## config.mk

```make
export PLATFORM = sky130hd
export DESIGN_NAME = mipi_csi_tx_packet_encoder_16b2lane
export DESIGN_NICKNAME = d
export VERILOG_FILES = /design/src/rtl/mipi_csi_pkg.sv /design/src/rtl/mipi_csi_crc16_32b.sv /design/src/rtl/mipi_csi_tx_packet_encoder_16b2lane.sv
export SDC_FILE = /design/constraint.sdc
export NUM_CORES = 1
export LEC_CHECK = 0
export ABC_AREA = 1
export CORE_ASPECT_RATIO = 0.9
export CORE_MARGIN = 5
export CORE_UTILIZATION = 52
export DETAILED_ROUTE_END_ITERATION = 8
export PLACE_DENSITY = 0.88
export SYNTH_ARGS = -nofsm -noshare
export SYNTH_HDL_FRONTEND = slang
export SYNTH_HIERARCHICAL = 1
export SYNTH_SLANG_ARGS = --single-unit
```

## constraint.sdc

```tcl
create_clock -name clk_i -period 2.1 [get_ports clk_i]
set_clock_uncertainty 0.2 [all_clocks]
set_input_delay 0.42 -clock clk_i [delete_from_list [all_inputs] [get_ports clk_i]]
set_output_delay 0.42 -clock clk_i [all_outputs]
set_load 0.02 [all_outputs]
```

## src/rtl/mipi_csi_pkg.sv

```systemverilog
// Shared CSI-2 constants, data types, FSM encoding and the packet-header ECC helper.
// Used by the TX encoder and by any RX-side header checker.
package mipi_csi_pkg;

  localparam logic [7:0] SYNC_BYTE   = 8'hB8;

  localparam logic [5:0] DT_FS       = 6'h00;
  localparam logic [5:0] DT_FE       = 6'h01;
  localparam logic [5:0] DT_LS       = 6'h02;
  localparam logic [5:0] DT_LE       = 6'h03;
  localparam logic [5:0] DT_RAW10    = 6'h2B;
  localparam logic [5:0] DT_RAW12    = 6'h2C;
  localparam logic [5:0] DT_RAW14    = 6'h2D;
  localparam logic [5:0] DT_LONG_MIN = 6'h10;

  typedef enum logic [2:0] {
    ST_IDLE   = 3'd0,
    ST_HDR    = 3'd1,
    ST_PAY    = 3'd2,
    ST_FTR    = 3'd3,
    ST_SHORT2 = 3'd4,
    ST_GAP    = 3'd5
  } state_t;

  // Each mask selects the header bits (D0 = DI bit 0) covered by one parity bit.
  function automatic logic [7:0] csi_ecc(input logic [23:0] d);
    logic [7:0] e;
    e[0] = ^(d & 24'hF12CB7);
    e[1] = ^(d & 24'hF2555B);
    e[2] = ^(d & 24'h749A6D);
    e[3] = ^(d & 24'hB8E38E);
    e[4] = ^(d & 24'hDF03F0);
    e[5] = ^(d & 24'hEFFC00);
    e[7:6] = 2'b00;
    return e;
  endfunction

endpackage

```

## src/rtl/mipi_csi_crc16_32b.sv

```systemverilog
// Combinational CRC-16 (reflected 0x8408) advance over one 32-bit word, byte [7:0] first, LSB first.
// Zero latency; no flow control.
module mipi_csi_crc16_32b (
  input  logic [15:0] crc_i,
  input  logic [31:0] data_i,
  output logic [15:0] crc_o
);

  always_comb begin
    logic [15:0] c;
    c = crc_i;
    for (int i = 0; i < 32; i++) begin
      if (c[0] ^ data_i[i]) c = (c >> 1) ^ 16'h8408;
      else                  c = c >> 1;
    end
    crc_o = c;
  end

endmodule

```

## src/rtl/mipi_csi_tx_packet_encoder_16b2lane.sv

```systemverilog
// CSI-2 TX packet builder (16-bit gear, 2 lanes): sync, header+ECC, payload, CRC-16 footer.
// First word one cycle after accept; output never stalls, so payload is pulled purely by state.
module mipi_csi_tx_packet_encoder_16b2lane
  import mipi_csi_pkg::*;
#(
  parameter int unsigned GAP_CYCLES = 4
) (
  input  logic        clk_i,
  input  logic        rst_n_i,
  input  logic        pkt_valid_i,
  output logic        pkt_ready_o,
  input  logic [1:0]  pkt_vc_i,
  input  logic [5:0]  pkt_data_type_i,
  input  logic [15:0] pkt_word_count_i,
  input  logic [31:0] data_i,
  input  logic        data_valid_i,
  output logic        data_ready_o,
  output logic [31:0] data_o,
  output logic        output_valid_o,
  output logic        busy_o,
  output logic        underrun_o,
  output logic        length_error_o
);

  localparam logic [7:0] GAP_LOAD = 8'(GAP_CYCLES - 1);

  state_t      state, state_n;
  logic [13:0] cnt_q, cnt_n;
  logic [15:0] hold_q, hold_n;
  logic [15:0] crc_q, crc_n, crc_upd;
  logic [7:0]  gap_q, gap_n;
  logic [7:0]  wchi_q, wchi_n;
  logic [7:0]  ecc_q, ecc_n;
  logic [31:0] data_n;
  logic [31:0] word_in;
  logic        valid_n, busy_n, len_err_n;
  logic [7:0]  di;
  logic        is_long, len_bad;

  assign di      = {pkt_vc_i, pkt_data_type_i};
  assign is_long = (pkt_data_type_i >= DT_LONG_MIN);
  assign len_bad = is_long && ((pkt_word_count_i == 16'd0) || (pkt_word_count_i[1:0] != 2'd0));

  assign pkt_ready_o  = (state == ST_IDLE);
  assign data_ready_o = (state == ST_HDR) || (state == ST_PAY);
  assign underrun_o   = data_ready_o && !data_valid_i;
  // A missing word is replaced by zeros so the footer still matches what was sent.
  assign word_in      = data_valid_i ? data_i : 32'd0;

  mipi_csi_crc16_32b u_crc (
    .crc_i  (crc_q),
    .data_i (word_in),
    .crc_o  (crc_upd)
  );

  always_comb begin
    state_n   = state;
    cnt_n     = cnt_q;
    hold_n    = hold_q;
    crc_n     = crc_q;
    gap_n     = gap_q;
    wchi_n    = wchi_q;
    ecc_n     = ecc_q;
    data_n    = 32'd0;
    valid_n   = 1'b0;
    len_err_n = 1'b0;

    case (state)
      ST_IDLE: begin
        crc_n = 16'hFFFF;
        if (pkt_valid_i) begin
          wchi_n = pkt_word_count_i[15:8];
          ecc_n  = csi_ecc({pkt_word_count_i, di});
          cnt_n  = pkt_word_count_i[15:2];
          if (len_bad) begin
            len_err_n = 1'b1;
            gap_n     = GAP_LOAD;
            state_n   = ST_GAP;
          end else begin
            data_n  = {pkt_word_count_i[7:0], SYNC_BYTE, di, SYNC_BYTE};
            valid_n = 1'b1;
            state_n = is_long ? ST_HDR : ST_SHORT2;
          end
        end
      end

      ST_HDR, ST_PAY: begin
        // Lane0 takes even payload bytes, lane1 odd; the upper half waits one word.
        if (state == ST_HDR) data_n = {word_in[15:8], ecc_q, word_in[7:0], wchi_q};
        else                 data_n = {word_in[15:8], hold_q[15:8], word_in[7:0], hold_q[7:0]};
        valid_n = 1'b1;
        hold_n  = word_in[31:16];
        crc_n   = crc_upd;
        cnt_n   = cnt_q - 14'd1;
        state_n = (cnt_q == 14'd1) ? ST_FTR : ST_PAY;
      end

      ST_FTR: begin
        data_n  = {crc_q[15:8], hold_q[15:8], crc_q[7:0], hold_q[7:0]};
        valid_n = 1'b1;
        gap_n   = GAP_LOAD;
        state_n = ST_GAP;
      end

      ST_SHORT2: begin
        data_n  = {8'h00, ecc_q, 8'h00, wchi_q};
        valid_n = 1'b1;
        gap_n   = GAP_LOAD;
        state_n = ST_GAP;
      end

      ST_GAP: begin
        if (gap_q == 8'd0) state_n = ST_IDLE;
        else               gap_n   = gap_q - 8'd1;
      end

      default: state_n = ST_IDLE;
    endcase

    busy_n = (state_n != ST_IDLE);
  end

  always_ff @(posedge clk_i or negedge rst_n_i) begin
    if (!rst_n_i) begin
      state          <= ST_IDLE;
      cnt_q          <= '0;
      hold_q         <= '0;
      crc_q          <= '0;
      gap_q          <= '0;
      wchi_q         <= '0;
      ecc_q          <= '0;
      data_o         <= '0;
      output_valid_o <= 1'b0;
      busy_o         <= 1'b0;
      length_error_o <= 1'b0;
    end else begin
      state          <= state_n;
      cnt_q          <= cnt_n;
      hold_q         <= hold_n;
      crc_q          <= crc_n;
      gap_q          <= gap_n;
      wchi_q         <= wchi_n;
      ecc_q          <= ecc_n;
      data_o         <= data_n;
      output_valid_o <= valid_n;
      busy_o         <= busy_n;
      length_error_o <= len_err_n;
    end
  end

endmodule

```

==> reports/results.ini <==
[status]
outcome=complete, but fails checks
violations=setup timing

[die]
dieArea_um2=18000
io_pins=98
die_h_um=128
initial_core_util_pct=52.4
die_w_um=141
rows=43
coreArea_um2=15300

[placement]
portBuffers=97
place_inst=1581
place.gp.congestion=0.961
dp_hpwl_um=19500

[setup_path]
reg2reg_slack_ns=-0.71
cp_slowest_stage_delay_ns=0.27
cp.buffers_inverters=6
ff2ff_path_depth=20
reg2reg_from=crc_q[11]
crit_fanout=4
cp_top_family=simple AND/OR/NAND/NOR gates
critical_path_required_ns=2.16
cp-start-kind=input pin
worstSetupEndpointType=register
r2r-end=crc_q[3]
cp_cell_sequence=dlygate4sd2_1 -> nand2_2 -> inv_2 -> nand2_2 -> inv_1 -> nor2_2 -> nand2_1 -> nand2_1 -> nand3_1 -> nand2_2 -> buf_4 -> nand2_1 -> nand2_2 -> inv_1 -> nand2_1 -> nand2_2 -> inv_2 -> nand3_4 -> nand3_4 -> nand3_2 -> nand2_1 -> nor2_1 -> nor2_1
critPathSlowestCell=dlygate4sd2_1
critical_path_class=in -> reg
worstPathArrival_ns=2.88

[drt]
drtIter0Drc=1344
dr.pass1.iters=6
avgViaCountPerCell=5.87
wirelength_um=31400
ant_nets=0
num_vias=9553
wl_per_cell_um=19.3
drc=0

[cells_and_area]
syn_to_final_growth_pct=46.7
layout.nets=1495
n_fill_cell=942
drive_gt1_share_pct=31.8
fin_cells=1628
antenna_cells=0

[synthesis]
yosys_warnings=6
synthDistinctLibCells=37
synth.top_cell.area_share_pct=33.1
synthTopCellsByArea=dfrtp_1 33%, nand2_1 20%, nand3_1 9.0%
mappedNetlistArea_um2=8010
yosys.area.top_type=dfrtp_1
netlist_instances=1195
yosys_register_bits=106
ys_seq_area_share_pct=33.1
synth.avg_cell_area_um2=6.70
synth_nets=1268

[run]
maxCapViolCount=0

[sta]
maxSlewViolCount=0
worst_slack_ns=-0.718
rsz0062_at_grt=yes
setup_viol=31
worst_pin_slew_ns=0.518
slew_headroom_pct=65.5
period_share_pct=134
period_minus_slack_ns=2.82
hold_viol=0
timing.fmax_mhz=355

[cts]
insertion_delay_ns=0.36
cts.clk_slew.worst_paths_ns=0.08
clock_path_buffers=2
cts_tree=yes
cts_buffers=9
cts-root-buf=clkbuf_16
cts_sinks=106
cts-htree-levels=3

[grt]
grt_pass1_vias=9031
grt_pass1_wl_um=44500
grt_use_total_pct=31.2
grt-ovfl-total=0
grt_max_degree=51
antenna_found_initial=0

[pwr]
power.total_uw=17200
leakage_uw=0.00627
ir_drop_v=0.00248
p_comb_share_pct=77.2
p_int_uw=8070
power_frac_clock_pct=9.5
switchingPower_uw=9160
cellPowerDensity_nw_per_um2=1470
sequentialPowerShare_pct=13.3
switching_share_pct=53.2

[hold_path]
hold_path.class=in -> async

placed cells by master, fill, tap and decap left out, types with 4 or more instances in the layout:
cell / netlist / routed
buf_6: 3 / 4
inv_1: 166 / 120
xnor2_4: 0 / 6
nor2_1: 71 / 64
a21oi_1: 18 / 18
buf_12: 0 / 7
buf_4: 0 / 132
clkdlybuf4s50_1: 0 / 76
nand2_1: 430 / 354
xor2_2: 2 / 8
dfrtp_1: 106 / 102
nor2_2: 1 / 6
xnor2_1: 18 / 9
inv_2: 12 / 53
xnor2_2: 5 / 8
nand3b_1: 6 / 6
nand3_1: 144 / 118
nand2_4: 26 / 71
ha_1: 13 / 9
dlygate4sd2_1: 0 / 13
nand3_4: 2 / 27
o21ai_0: 35 / 34
nand2_2: 39 / 62
nand2_8: 0 / 8
nand3_2: 17 / 18
dfrtp_2: 0 / 4
o211ai_1: 10 / 10
xor2_1: 22 / 14
o21ai_1: 5 / 6
clkbuf_16: 0 / 9
nand4_1: 4 / 4
inv_6: 1 / 4
flip-flops by register name, indices dropped and copies added (netlist names), 3 cells and up:
| signal | flops |
|---|---|
| data_o | 32 |
| crc_q | 16 |
| state | 3 |
| cnt_q | 14 |
| wchi_q | 8 |
| gap_q | 8 |
| ecc_q | 6 |
| hold_q | 16 |
power by group through the flow:
stage / sequential [uW] / clock, uW / combinational, uW
detailed placement: 2280 / 0 / 8950
finish: 2290 / 1630 / 13300
floorplan: 2270 / 0 / 6630
global route: 2300 / 1730 / 14000
CTS: 2270 / 1630 / 11500
global placement: 2280 / 0 / 8710
area by class of cell:
type / count / area (um2) / share of cell area (%)
clock buffer: 9 / 225 / 1.92
tap: 202 / 253 / 2.15
sequential: 106 / 2660 / 22.6
timing repair buffer: 241 / 2170 / 18.5
multi-input combinational: 883 / 5690 / 48.4
clock inverter: 6 / 51.3 / 0.437
inverter: 180 / 698 / 5.94
timing repair inverter: 1 / 5.00 / 0.0426
worst max path at each step:
| stage | startpoint | endpoint | slack, ns | cells after the start |
|---|---|---|---|---|
| 6_report | data_i[11] | crc_q[3] | -0.72 | 23 |
| 3_3_place_gp | data_valid_i | crc_q[1] | -1.19 | 21 |
| 2_1_floorplan | data_valid_i | crc_q[9] | -0.49 | 24 |
| 4_1_cts | crc_q[1] | crc_q[8] | -0.39 | 18 |
| 5_1_grt | crc_q[11] | crc_q[3] | -0.79 | 20 |
| 3_5_place_dp | data_valid_i | crc_q[8] | -1.24 | 21 |
what timing repair did:
item / CTS / global route
pin swaps: 116 / 53
resized for setup: 196 / 99
gates cloned: 3 / 1
hold buffers: 1 / 0
hold endpoints to repair: 13 / 0
setup buffers: 21 / 6
setup endpoints to repair: 26 / 72
cells in the mapped netlist, drive strengths merged:
cell type	instances
nand4	4
o21ai	40
ha	13
and3	1
inv	179
nand3	163
clkinv	1
o221ai	2
xor2	24
nor3	3
a21oi	19
clkbuf	11
o21bai	2
nor2	73
buf	16
xnor2	23
o21a	1
dfrtp	106
o211ai	10
nand3b	7
nand2	495
a31oi	2
per-layer routing:
layer	track usage (%)	up-vias	wire, um
met5	0	-	0
met4	17.6	0	2340
met3	7.94	255	3100
met2	52.8	711	14800
met1	36.1	4431	11200
li1	-	4156	-
through the flow:
stage / TNS [ns] / setup WS [ns] / utilization [%] / hold WS, ns / area (um2)
after CTS: -5.05 / -0.387 / 74.3 / 0.270 / 11300
after floorplan: -7.18 / -0.494 / - / -0.0756 / 8190
final: -8.69 / -0.718 / 76.9 / 0.260 / 11700
after global placement: -28.01 / -1.19 / 66.4 / 0.108 / 10100
after global routing: -11.99 / -0.794 / 76.9 / 0.284 / 11700
after detailed placement: -30.77 / -1.24 / 66.4 / 0.106 / 10100
cell families (layout without fill, tap and decap cells):
family,after synthesis,in the layout,synth area share (%)
AOI/OAI and AO/OA,76,77,5.42
xor gates and xnor gates,47,47,5.80
adders and majority gates,13,13,2.03
buffers and inverters,207,437,10.2
DFF,106,106,33.1
and+or+nand+nor,746,746,43.4
worst reg2reg max path: stages, from the launching register on:
cell and delay [ns]:
dfrtp_1 0.44, nand2_2 0.12, inv_1 0.05, nor2_2 0.14, nand2_1 0.08, nand2_1 0.12, nand3_1 0.10, nand2_2 0.11
buf_4 0.13, nand2_1 0.06, nand2_2 0.10, inv_1 0.05, nand2_1 0.07, nand2_2 0.10, inv_2 0.10, nand3_4 0.12
nand3_4 0.13, nand3_2 0.10, nand2_1 0.08, nor2_1 0.06, nor2_1 0.25
Power figures use the tool's default switching activity.
